$ cat src/rtl/mips_pipe_ctrl_hazard_if.sv
// Bundle between the ID-stage decoder/datapath and the pipeline control + hazard unit.
// Carries ID-stage inputs in one direction and staged control / hazard outputs in the other.
interface mips_pipe_ctrl_hazard_if;
  localparam int unsigned CTRL_W = 13;
  localparam int unsigned REG_W  = 5;
  localparam int unsigned MEM_W  = 4;
  localparam int unsigned WB_W   = 2;

  logic [CTRL_W-1:0] id_ctrl;
  logic              id_jr;
  logic              id_link;
  logic [REG_W-1:0]  id_rs;
  logic [REG_W-1:0]  id_rt;
  logic [REG_W-1:0]  id_rd;
  logic              branch_taken;

  logic [CTRL_W-1:0] ex_ctrl;
  logic [REG_W-1:0]  ex_rs;
  logic [REG_W-1:0]  ex_rt;
  logic [REG_W-1:0]  ex_wreg;
  logic [MEM_W-1:0]  mem_ctrl;
  logic [REG_W-1:0]  mem_wreg;
  logic [WB_W-1:0]   wb_ctrl;
  logic [REG_W-1:0]  wb_wreg;
  logic              stall;
  logic              if_flush;
  logic [1:0]        forward_a;
  logic [1:0]        forward_b;

  // Decoder / datapath side.
  modport master (
    output id_ctrl, id_jr, id_link, id_rs, id_rt, id_rd, branch_taken,
    input  ex_ctrl, ex_rs, ex_rt, ex_wreg, mem_ctrl, mem_wreg, wb_ctrl, wb_wreg,
    input  stall, if_flush, forward_a, forward_b
  );

  // Control pipeline / hazard unit side.
  modport slave (
    input  id_ctrl, id_jr, id_link, id_rs, id_rt, id_rd, branch_taken,
    output ex_ctrl, ex_rs, ex_rt, ex_wreg, mem_ctrl, mem_wreg, wb_ctrl, wb_wreg,
    output stall, if_flush, forward_a, forward_b
  );
endinterface

$ cat src/rtl/mips_pipe_ctrl_hazard.sv
// Control-word pipeline (ID/EX, EX/MEM, MEM/WB) with stall, flush and forwarding for a 5-stage MIPS.
// Build option MIPS_PIPE_FORWARDING_EN: defined = EX forwarding, load-use stalls only; undefined = no forwarding, stall on RAW.
module mips_pipe_ctrl_hazard #(
  parameter int unsigned LINK_REG = 31
) (
  input logic                   clk,
  input logic                   reset,
  mips_pipe_ctrl_hazard_if.slave bus
);
  localparam int unsigned CTRL_W = 13;
  localparam int unsigned REG_W  = 5;
  localparam int unsigned MEM_W  = 4;
  localparam int unsigned WB_W   = 2;

  localparam int unsigned B_JUMP     = 12;
  localparam int unsigned B_REGDST   = 11;
  localparam int unsigned B_MEMTOREG = 9;
  localparam int unsigned B_MEMREAD  = 7;
  localparam int unsigned B_MEMWRITE = 6;
  localparam int unsigned M_REGWRITE = 2;

  logic [CTRL_W-1:0] r_ex_ctrl;
  logic [REG_W-1:0]  r_ex_rs;
  logic [REG_W-1:0]  r_ex_rt;
  logic [REG_W-1:0]  r_ex_wreg;
  logic [MEM_W-1:0]  r_mem_ctrl;
  logic [REG_W-1:0]  r_mem_wreg;
  logic [WB_W-1:0]   r_wb_ctrl;
  logic [REG_W-1:0]  r_wb_wreg;

  logic              w_ex_hit;
  logic              w_load_use;
  logic              w_raw_hazard;
  logic              w_stall;
  logic              w_if_flush;
  logic              w_bubble;
  logic [REG_W-1:0]  w_id_wreg;
  logic [1:0]        w_forward_a;
  logic [1:0]        w_forward_b;

  // A non-zero destination that matches either ID source register.
  function automatic logic reg_hit(input logic [REG_W-1:0] wreg,
                                   input logic [REG_W-1:0] rs,
                                   input logic [REG_W-1:0] rt);
    return (wreg != '0) && ((wreg == rs) || (wreg == rt));
  endfunction

  assign w_ex_hit   = reg_hit(r_ex_wreg, bus.id_rs, bus.id_rt);
  assign w_load_use = r_ex_ctrl[B_MEMREAD] & w_ex_hit;

`ifdef MIPS_PIPE_FORWARDING_EN
  localparam int unsigned C_REGWRITE = 8;
  localparam int unsigned W_REGWRITE = 0;

  // EX/MEM result wins over MEM/WB; $0 is never a forwarding source.
  function automatic logic [1:0] fwd_sel(input logic [REG_W-1:0] src,
                                         input logic             mem_we,
                                         input logic [REG_W-1:0] mem_wreg,
                                         input logic             wb_we,
                                         input logic [REG_W-1:0] wb_wreg);
    logic [1:0] sel;
    sel = 2'b00;
    if (mem_we && (mem_wreg != '0) && (mem_wreg == src)) begin
      sel = 2'b10;
    end else if (wb_we && (wb_wreg != '0) && (wb_wreg == src)) begin
      sel = 2'b01;
    end
    return sel;
  endfunction

  always_comb begin
    w_raw_hazard = 1'b0;
    w_forward_a  = 2'b00;
    w_forward_b  = 2'b00;
    if (!reset) begin
      w_forward_a = fwd_sel(r_ex_rs, r_mem_ctrl[M_REGWRITE], r_mem_wreg,
                            r_wb_ctrl[W_REGWRITE], r_wb_wreg);
      w_forward_b = fwd_sel(r_ex_rt, r_mem_ctrl[M_REGWRITE], r_mem_wreg,
                            r_wb_ctrl[W_REGWRITE], r_wb_wreg);
    end
  end

  // Sanity: EX should never see a load whose RegWrite is clear in this core.
  logic w_unused_regwrite;
  assign w_unused_regwrite = r_ex_ctrl[C_REGWRITE];
`else
  localparam int unsigned C_REGWRITE = 8;

  logic w_mem_hit;

  // Without bypass paths any producer still in EX or MEM blocks the reader in ID.
  assign w_mem_hit = reg_hit(r_mem_wreg, bus.id_rs, bus.id_rt);

  always_comb begin
    w_raw_hazard = (r_ex_ctrl[C_REGWRITE] & w_ex_hit) |
                   (r_mem_ctrl[M_REGWRITE] & w_mem_hit);
    w_forward_a  = 2'b00;
    w_forward_b  = 2'b00;
  end
`endif

  // A taken branch discards the ID instruction, so it never needs to stall.
  always_comb begin
    w_stall    = 1'b0;
    w_if_flush = 1'b0;
    if (!reset) begin
      w_stall    = ~bus.branch_taken & (w_load_use | w_raw_hazard);
      w_if_flush = bus.branch_taken |
                   ((bus.id_ctrl[B_JUMP] | bus.id_jr) & ~w_stall);
    end
  end

  assign w_bubble = w_stall | bus.branch_taken;

  // Destination select: JAL links to $31, R-type uses rd, everything else rt.
  always_comb begin
    w_id_wreg = bus.id_rt;
    if (bus.id_link) begin
      w_id_wreg = REG_W'(LINK_REG);
    end else if (bus.id_ctrl[B_REGDST]) begin
      w_id_wreg = bus.id_rd;
    end
  end

  // ID/EX: bubble on stall or taken branch; EX/MEM and MEM/WB always advance.
  always_ff @(posedge clk) begin
    if (reset) begin
      r_ex_ctrl  <= '0;
      r_ex_rs    <= '0;
      r_ex_rt    <= '0;
      r_ex_wreg  <= '0;
      r_mem_ctrl <= '0;
      r_mem_wreg <= '0;
      r_wb_ctrl  <= '0;
      r_wb_wreg  <= '0;
    end else begin
      if (w_bubble) begin
        r_ex_ctrl <= '0;
        r_ex_rs   <= '0;
        r_ex_rt   <= '0;
        r_ex_wreg <= '0;
      end else begin
        r_ex_ctrl <= bus.id_ctrl;
        r_ex_rs   <= bus.id_rs;
        r_ex_rt   <= bus.id_rt;
        r_ex_wreg <= w_id_wreg;
      end
      r_mem_ctrl <= r_ex_ctrl[B_MEMTOREG:B_MEMWRITE];
      r_mem_wreg <= r_ex_wreg;
      r_wb_ctrl  <= r_mem_ctrl[MEM_W-1:MEM_W-WB_W];
      r_wb_wreg  <= r_mem_wreg;
    end
  end

  assign bus.ex_ctrl   = r_ex_ctrl;
  assign bus.ex_rs     = r_ex_rs;
  assign bus.ex_rt     = r_ex_rt;
  assign bus.ex_wreg   = r_ex_wreg;
  assign bus.mem_ctrl  = r_mem_ctrl;
  assign bus.mem_wreg  = r_mem_wreg;
  assign bus.wb_ctrl   = r_wb_ctrl;
  assign bus.wb_wreg   = r_wb_wreg;
  assign bus.stall     = w_stall;
  assign bus.if_flush  = w_if_flush;
  assign bus.forward_a = w_forward_a;
  assign bus.forward_b = w_forward_b;
endmodule

$ cat src/flat_wrapper.sv
// flat-port wrapper written by rule: the top's interface ports become plain ports
module mips_pipe_ctrl_hazard_flat 
#(
  parameter int unsigned LINK_REG = 31
)
  (clk, reset, bus_id_ctrl, bus_id_jr, bus_id_link, bus_id_rs, bus_id_rt, bus_id_rd, bus_branch_taken, bus_ex_ctrl, bus_ex_rs, bus_ex_rt, bus_ex_wreg, bus_mem_ctrl, bus_mem_wreg, bus_wb_ctrl, bus_wb_wreg, bus_stall, bus_if_flush, bus_forward_a, bus_forward_b);
  mips_pipe_ctrl_hazard_if bus_i ();
  input logic clk;
  input logic reset;
  input wire logic [$bits(bus_i.id_ctrl)-1:0] bus_id_ctrl;
  input wire logic [$bits(bus_i.id_jr)-1:0] bus_id_jr;
  input wire logic [$bits(bus_i.id_link)-1:0] bus_id_link;
  input wire logic [$bits(bus_i.id_rs)-1:0] bus_id_rs;
  input wire logic [$bits(bus_i.id_rt)-1:0] bus_id_rt;
  input wire logic [$bits(bus_i.id_rd)-1:0] bus_id_rd;
  input wire logic [$bits(bus_i.branch_taken)-1:0] bus_branch_taken;
  output wire logic [$bits(bus_i.ex_ctrl)-1:0] bus_ex_ctrl;
  output wire logic [$bits(bus_i.ex_rs)-1:0] bus_ex_rs;
  output wire logic [$bits(bus_i.ex_rt)-1:0] bus_ex_rt;
  output wire logic [$bits(bus_i.ex_wreg)-1:0] bus_ex_wreg;
  output wire logic [$bits(bus_i.mem_ctrl)-1:0] bus_mem_ctrl;
  output wire logic [$bits(bus_i.mem_wreg)-1:0] bus_mem_wreg;
  output wire logic [$bits(bus_i.wb_ctrl)-1:0] bus_wb_ctrl;
  output wire logic [$bits(bus_i.wb_wreg)-1:0] bus_wb_wreg;
  output wire logic [$bits(bus_i.stall)-1:0] bus_stall;
  output wire logic [$bits(bus_i.if_flush)-1:0] bus_if_flush;
  output wire logic [$bits(bus_i.forward_a)-1:0] bus_forward_a;
  output wire logic [$bits(bus_i.forward_b)-1:0] bus_forward_b;
  assign bus_i.id_ctrl = bus_id_ctrl;
  assign bus_i.id_jr = bus_id_jr;
  assign bus_i.id_link = bus_id_link;
  assign bus_i.id_rs = bus_id_rs;
  assign bus_i.id_rt = bus_id_rt;
  assign bus_i.id_rd = bus_id_rd;
  assign bus_i.branch_taken = bus_branch_taken;
  assign bus_ex_ctrl = bus_i.ex_ctrl;
  assign bus_ex_rs = bus_i.ex_rs;
  assign bus_ex_rt = bus_i.ex_rt;
  assign bus_ex_wreg = bus_i.ex_wreg;
  assign bus_mem_ctrl = bus_i.mem_ctrl;
  assign bus_mem_wreg = bus_i.mem_wreg;
  assign bus_wb_ctrl = bus_i.wb_ctrl;
  assign bus_wb_wreg = bus_i.wb_wreg;
  assign bus_stall = bus_i.stall;
  assign bus_if_flush = bus_i.if_flush;
  assign bus_forward_a = bus_i.forward_a;
  assign bus_forward_b = bus_i.forward_b;
  mips_pipe_ctrl_hazard #(.LINK_REG(LINK_REG)) u_core (.clk(clk), .reset(reset), .bus(bus_i));
endmodule
$ cat config.mk
export PLATFORM = sky130hd
export DESIGN_NAME = mips_pipe_ctrl_hazard_flat
export DESIGN_NICKNAME = d
export VERILOG_FILES = /design/src/rtl/mips_pipe_ctrl_hazard_if.sv /design/src/rtl/mips_pipe_ctrl_hazard.sv /design/src/flat_wrapper.sv
export SDC_FILE = /design/constraint.sdc
export NUM_CORES = 1
export LEC_CHECK = 0
export BUFFER_PORTS_ARGS = -buffer_cell sky130_fd_sc_hd__buf_2
export CAP_MARGIN = 10
export CORE_UTILIZATION = 36
export DETAILED_ROUTE_END_ITERATION = 7
export PLACE_DENSITY = 0.66
export SLEW_MARGIN = 20
export SYNTH_ARGS = -nofsm -noshare
export SYNTH_HDL_FRONTEND = slang
export SYNTH_SLANG_ARGS = --single-unit
$ cat constraint.sdc
create_clock -name clk -period 3.62 [get_ports clk]
set_clock_uncertainty 0.2 [all_clocks]
set_input_delay 0.362 -clock clk [delete_from_list [all_inputs] [get_ports clk]]
set_output_delay 0.362 -clock clk [all_outputs]
set_load 0.05 [all_outputs]
* After elaboration in Yosys (flattened, before gate mapping) *
Index checks and enable logic that the tools add are counted.
Widths: inputs -> output; s select.

storage, ports and cells
  register bits = 44
  input bits = 33
  output and inout port bits = 50
  word-level logic and storage cells = 35

cells by class
  eq/ne operators = 4
  mux-type cells = 4
  bitwise logic cells = 12
  reductions and logical operators = 7

operators with widths
  operator           number
  $eq 5x5->1         4
  $mux 5             2
  $reduce_bool 5->1  2
  $and 1x1->1        5
  $or 1x1->1         5
  $logic_and 1x1->1  2
  $logic_or 1x1->1   2
  $mux 1             2
  $not 1->1          2
  $reduce_or 2->1    1

* Longest topological paths before layout *
  word-level depth = 11
  mapped depth = 6
  depth with buffers taken out = 5

* Worst setup path before layout *
No wires, ideal clock.

  path type = reg2out
  from = reg u_core.r_mem_wreg[3], in the netlist u_core.bus.mem_wreg[3]
  to = out bus_stall
  data arrival time = 2.570 ns
  data required time = 3.058 ns
  path slack = 0.488 ns
  cell stages (with the launch flop) = 7
  path buffers = 1
  path through = dfxtp_1 > xor2_1 > nor3_1 > a22oi_1 > o22a_4 > buf_6 > nor3_1

on the way
  cells in the longest elaborated chain, start to end = 8
  elaborated cells on any way between the ends = 10
  those cells by class = eq/ne (2); mux (1); bitwise (4); reduce/logical (3)

RTL lines
  element                   RTL line                      source
  start: declaration        mips_pipe_ctrl_hazard.sv:27   logic [REG_W-1:0] r_mem_wreg;
  start signal: assignment  mips_pipe_ctrl_hazard.sv:149  r_mem_wreg <= r_ex_wreg;
  $eq 5x5->1                mips_pipe_ctrl_hazard.sv:45   return (wreg != '0) && ((wreg == rs) || (wreg == rt));
  $logic_or 1x1->1          mips_pipe_ctrl_hazard.sv:45
  $logic_and 1x1->1 (*)     mips_pipe_ctrl_hazard.sv:45
  $and 1x1->1 (*)           mips_pipe_ctrl_hazard.sv:96   (r_mem_ctrl[M_REGWRITE] & w_mem_hit);
  $or 1x1->1 (*)            mips_pipe_ctrl_hazard.sv:95   w_raw_hazard = (r_ex_ctrl[C_REGWRITE] & w_ex_hit) |
  $or 1x1->1 (*)            mips_pipe_ctrl_hazard.sv:107  w_stall = ~bus.branch_taken & (w_load_use | w_raw_hazard);
  $and 1x1->1 (*)           mips_pipe_ctrl_hazard.sv:107
  $mux 1 (*)                mips_pipe_ctrl_hazard.sv:106  if (!reset) begin
  end: declaration          flat_wrapper.sv:25            output wire logic [$bits(bus_i.stall)-1:0] bus_stall;

Every way passes the cells marked *; elsewhere a longest branch is shown, timed or not.

* Worst setup path after layout *
  from = reg u_core.r_ex_wreg[0], in the netlist u_core.bus.ex_wreg[0]
  to = out bus_if_flush

on the way
  cells in the longest elaborated chain, start to end = 11
  elaborated cells on any way between the ends = 14
  those cells by class = eq/ne (2); mux (1); bitwise (8); reduce/logical (3)

RTL lines
  element                   RTL line                      source
  start: declaration        mips_pipe_ctrl_hazard.sv:25   logic [REG_W-1:0] r_ex_wreg;
  start signal: assignment  mips_pipe_ctrl_hazard.sv:146  r_ex_wreg <= w_id_wreg;
  $eq 5x5->1                mips_pipe_ctrl_hazard.sv:45
  $logic_or 1x1->1          mips_pipe_ctrl_hazard.sv:45
  $logic_and 1x1->1 (*)     mips_pipe_ctrl_hazard.sv:45
  $and 1x1->1               mips_pipe_ctrl_hazard.sv:95
  $or 1x1->1                mips_pipe_ctrl_hazard.sv:95
  $or 1x1->1 (*)            mips_pipe_ctrl_hazard.sv:107
  $and 1x1->1 (*)           mips_pipe_ctrl_hazard.sv:107
  $not 1->1 (*)             mips_pipe_ctrl_hazard.sv:109  ((bus.id_ctrl[B_JUMP] | bus.id_jr) & ~w_stall);
  $and 1x1->1 (*)           mips_pipe_ctrl_hazard.sv:109
  $or 1x1->1 (*)            mips_pipe_ctrl_hazard.sv:108  w_if_flush = bus.branch_taken |
  $mux 1 (*)                mips_pipe_ctrl_hazard.sv:106
  end: declaration          flat_wrapper.sv:26            output wire logic [$bits(bus_i.if_flush)-1:0] bus_if_flush;

Marked as above.

==> flow_metrics.env <==
export IMPL_outcome="complete, no violations"
export IMPL_track_usage_pct=15.4
export IMPL_grt_max_degree=26
export IMPL_ios=83
export IMPL_htreeDepth=2
export IMPL_slew_viol_final=0
export IMPL_combPwrFrac_pct=17.4
export IMPL_stdcell_count=280
export IMPL_critPathMaxStageDelay_ns=0.58
export IMPL_initial_core_util_pct=38.8
export IMPL_worst_pin_slew_ns=0.655
export IMPL_placed_cell_area_sq_mm=0.00200
export IMPL_row_count=23
export IMPL_min_path_type="in2reg"
export IMPL_routed_wl_um=3610
export IMPL_clockPowerShare_pct=31.7
export IMPL_critical_path_startpoint="u_core.bus.ex_wreg[0]$_SDFF_PP0_"
export IMPL_route_met2_wl_um=1690
export IMPL_rr_endpoint="u_core.bus.ex_rs[0]$_SDFF_PP0_"
export IMPL_period_needed_ns=2.67
export IMPL_synth_area_top_cells="dfxtp_1 (55%), xor2_1 (11%), and3_1 (9.0%), nor2b_1 (8.2%), nor2_1 (2.6%)"
export IMPL_r2r_cells=4
export IMPL_antenna_cells=0
export IMPL_seqPwrFrac_pct=51.0
export IMPL_endpoint_kind="output port"
export IMPL_start_kind="flip-flop"
export IMPL_ys_top_cells_by_count="dfxtp_1 (44), and3_1 (23), nor2b_1 (21)"
export IMPL_ys_ff_latch=44
export IMPL_postSynthCellCount=150
export IMPL_top_layer="met4"
export IMPL_synth_top_area_cell="dfxtp_1"
export IMPL_hpwlAfterDp_um=2700
export IMPL_finalSetupTns_ns=0
export IMPL_dp_slack_ns=1.24
export IMPL_utilization_pct=51.0
export IMPL_final_area_sq_mm=0.00210
export IMPL_max_freq_ghz=0.375
export IMPL_cts_setup_buffers=0
export IMPL_crit_path_cell_trace="or4_1 -> o22ai_2 -> o22a_4 -> o21a_1 -> buf_2"
export IMPL_die_x_um=68.6
export IMPL_port_buffers=78
export IMPL_dp_cells=272
export IMPL_cp_slowest_cell="or4_1"
export IMPL_yosys_area_share_simple_pct=22.6
export IMPL_cts_hold_buf=0
export IMPL_synth_compound_area_share_pct=6.74
export IMPL_p_int_w=0.000709
export IMPL_synthXorXnorAreaFrac_pct=11.0
export IMPL_critical_path_class="reg2out"
export IMPL_drive_above_1_share_pct=39.1
export IMPL_crit_fanout=25
export IMPL_die_area_sq_mm=0.00471
export IMPL_grt_pass1_wl_um=5270
export IMPL_yosysMostFrequentCell="dfxtp_1"
export IMPL_antenna_found_initial=0
export IMPL_clkLatencyLatePin_ns=0.29
export IMPL_synth_seq_area_share_pct=55.2
export IMPL_r2r_start="u_core.bus.ex_wreg[0]$_SDFF_PP0_"
export IMPL_cts_tree="built"
export IMPL_ys_warn_count=0
export IMPL_synthMuxAreaShare_pct=0
export IMPL_multi_input_area_sq_um=659
export IMPL_route_met3_wl_um=217
export IMPL_powerDensity_mw_per_mm2=482
export IMPL_cts_sinks=44
export IMPL_netlist_area_sq_mm=0.00160
export IMPL_ir_worst_vdd_v=0.000158
export IMPL_remaining_drc_errors=0
export IMPL_syn_area_per_cell_sq_um=10.6
export IMPL_nNetsFinal=262
export IMPL_p_leak_nw=1.13
export IMPL_synth_top_area_share_pct=55.2
export IMPL_synth_top_family_by_area="simple AND/OR/NAND/NOR gates"
export IMPL_avgViaCountPerCell=4.52
export IMPL_grt_overflow=0
export IMPL_synth_fa_ha_area_share_pct=0
export IMPL_finalCritPeriodShare_pct=73.6
export IMPL_reg2reg_slack_ns=1.75
export IMPL_synth_ff_type="dfxtp_1"
export IMPL_hold_viol=0
export IMPL_worst_slack_ns=0.954
export IMPL_timing_slew_headroom_pct=56.2
export IMPL_synth_edf_count=0
export IMPL_crit_path_end="bus_if_flush"
export IMPL_swShare_pct=29.9
export IMPL_n_fill_cell=394
export IMPL_drtAntennaViolNets=0
export IMPL_synthArstFlopShare_pct=0
export IMPL_core_area_sq_mm=0.00412
export IMPL_cts_resized=0
export IMPL_die_y_um=68.6
export IMPL_rsz0062_at_grt="false"
export IMPL_holdPathStages=2
export IMPL_grt_pass1_vias=1132
export IMPL_maxCapViolations=0
export IMPL_arrival_ns=2.10
export IMPL_cts_path_max_buffers=2
export IMPL_ys_types=19
export IMPL_required_ns=3.06
export IMPL_wl_per_cell_um=12.9
export IMPL_setup_viol=0
export IMPL_vias=1265
export IMPL_clock_root_buffer="clkbuf_8"
export IMPL_drt_iter0_drc=65
export IMPL_clk_pin_slew_ns=0.08
export IMPL_cts_buffers=5
export IMPL_switchingPower_w=0.000302
export IMPL_regArea_sq_um=881
export IMPL_dr_pass1_iters=4
export IMPL_routabilityCongestion=0.878
export IMPL_areaGrowthSynthToFinish_pct=31.4
export IMPL_wl_met1_um=1650
area by class of cell:
class / count / area share (%)
multi-input cells: 99 / 31.4
clock buffers: 6 / 3.94
repair buffers: 79 / 19.0
well taps: 50 / 2.98
clock inverters: 2 / 0.716
flip-flops and latches: 44 / 42.0
through the flow:
stage                     total power (W)  hold WS [ns]
after CTS                         0.00102        0.0745
after global placement           0.000702         0.247
after global routing              0.00106        0.0742
after detailed placement         0.000703         0.259
after floorplan                  0.000652         0.234
final                             0.00101        0.0818
how the worst min path moves through the flow:
| stage | from | end |
|---|---|---|
| detailed placement | u_core.bus.mem_ctrl[3]$_SDFF_PP0_ | u_core.bus.wb_ctrl[1]$_SDFF_PP0_ |
| finish | bus_id_ctrl[7] | u_core.bus.ex_ctrl[7]$_SDFF_PP0_ |
| floorplan | reset | u_core.bus.mem_ctrl[0]$_SDFF_PP0_ |
| global route | bus_id_ctrl[2] | u_core.bus.ex_ctrl[2]$_SDFF_PP0_ |
| CTS | bus_id_ctrl[1] | u_core.bus.ex_ctrl[1]$_SDFF_PP0_ |
| global placement | u_core.bus.mem_ctrl[3]$_SDFF_PP0_ | u_core.bus.wb_ctrl[1]$_SDFF_PP0_ |
metal layers:
metal  GRT usage [%]  vias to the layer above
met5               0                        -
li1                -                      650
met3            4.11                        4
met4            7.55                        0
met2            24.1                       43
met1            19.3                      568
registers in the layout (all words and copies together) (netlist names):
register and flops:
u_core.bus.ex_ctrl 13, u_core.bus.ex_rt 5, u_core.bus.wb_ctrl 2, u_core.bus.ex_rs 5, u_core.bus.mem_ctrl 4, u_core.bus.ex_wreg 5
u_core.bus.wb_wreg 5, u_core.bus.mem_wreg 5
critical path, delay by kind of cell, from the launching register on:
family,cells,cell delay [ns]
buf+inv,1,0.25
simple gates,1,0.58
flops,1,0.38
compound gates,3,0.61
power groups by stage:
stage | clock [W] | sequential (W) | combinational (W)
after detailed placement | 0 | 0.000527 | 0.000176
after global routing | 0.000352 | 0.000518 | 0.000187
after floorplan | 0 | 0.000591 | 0.0000612
after CTS | 0.000326 | 0.000515 | 0.000176
after global placement | 0 | 0.000527 | 0.000175
final | 0.000320 | 0.000515 | 0.000176
cell usage in the layout, fill, tap and decap left out, drive strengths merged, types with 2 or more instances in the layout:
cell type / Yosys / routed
clkbuf: 3 / 6
a22oi: 2 / 2
clkinvlp: 0 / 2
buf: 7 / 79
nor2b: 21 / 21
a211oi: 5 / 5
conb: 1 / 4
dfxtp: 44 / 44
nor2: 11 / 11
xor2: 20 / 20
nor3: 6 / 6
or4: 2 / 2
and3: 23 / 23
logic make-up after synthesis:
family,Yosys count
AO/OA/AOI/OAI,12
XOR/XNOR,20
buffers and inverters,10
other,1
AND/OR/NAND/NOR,63
flip-flops,44
(Power assumes the default switching activity.)
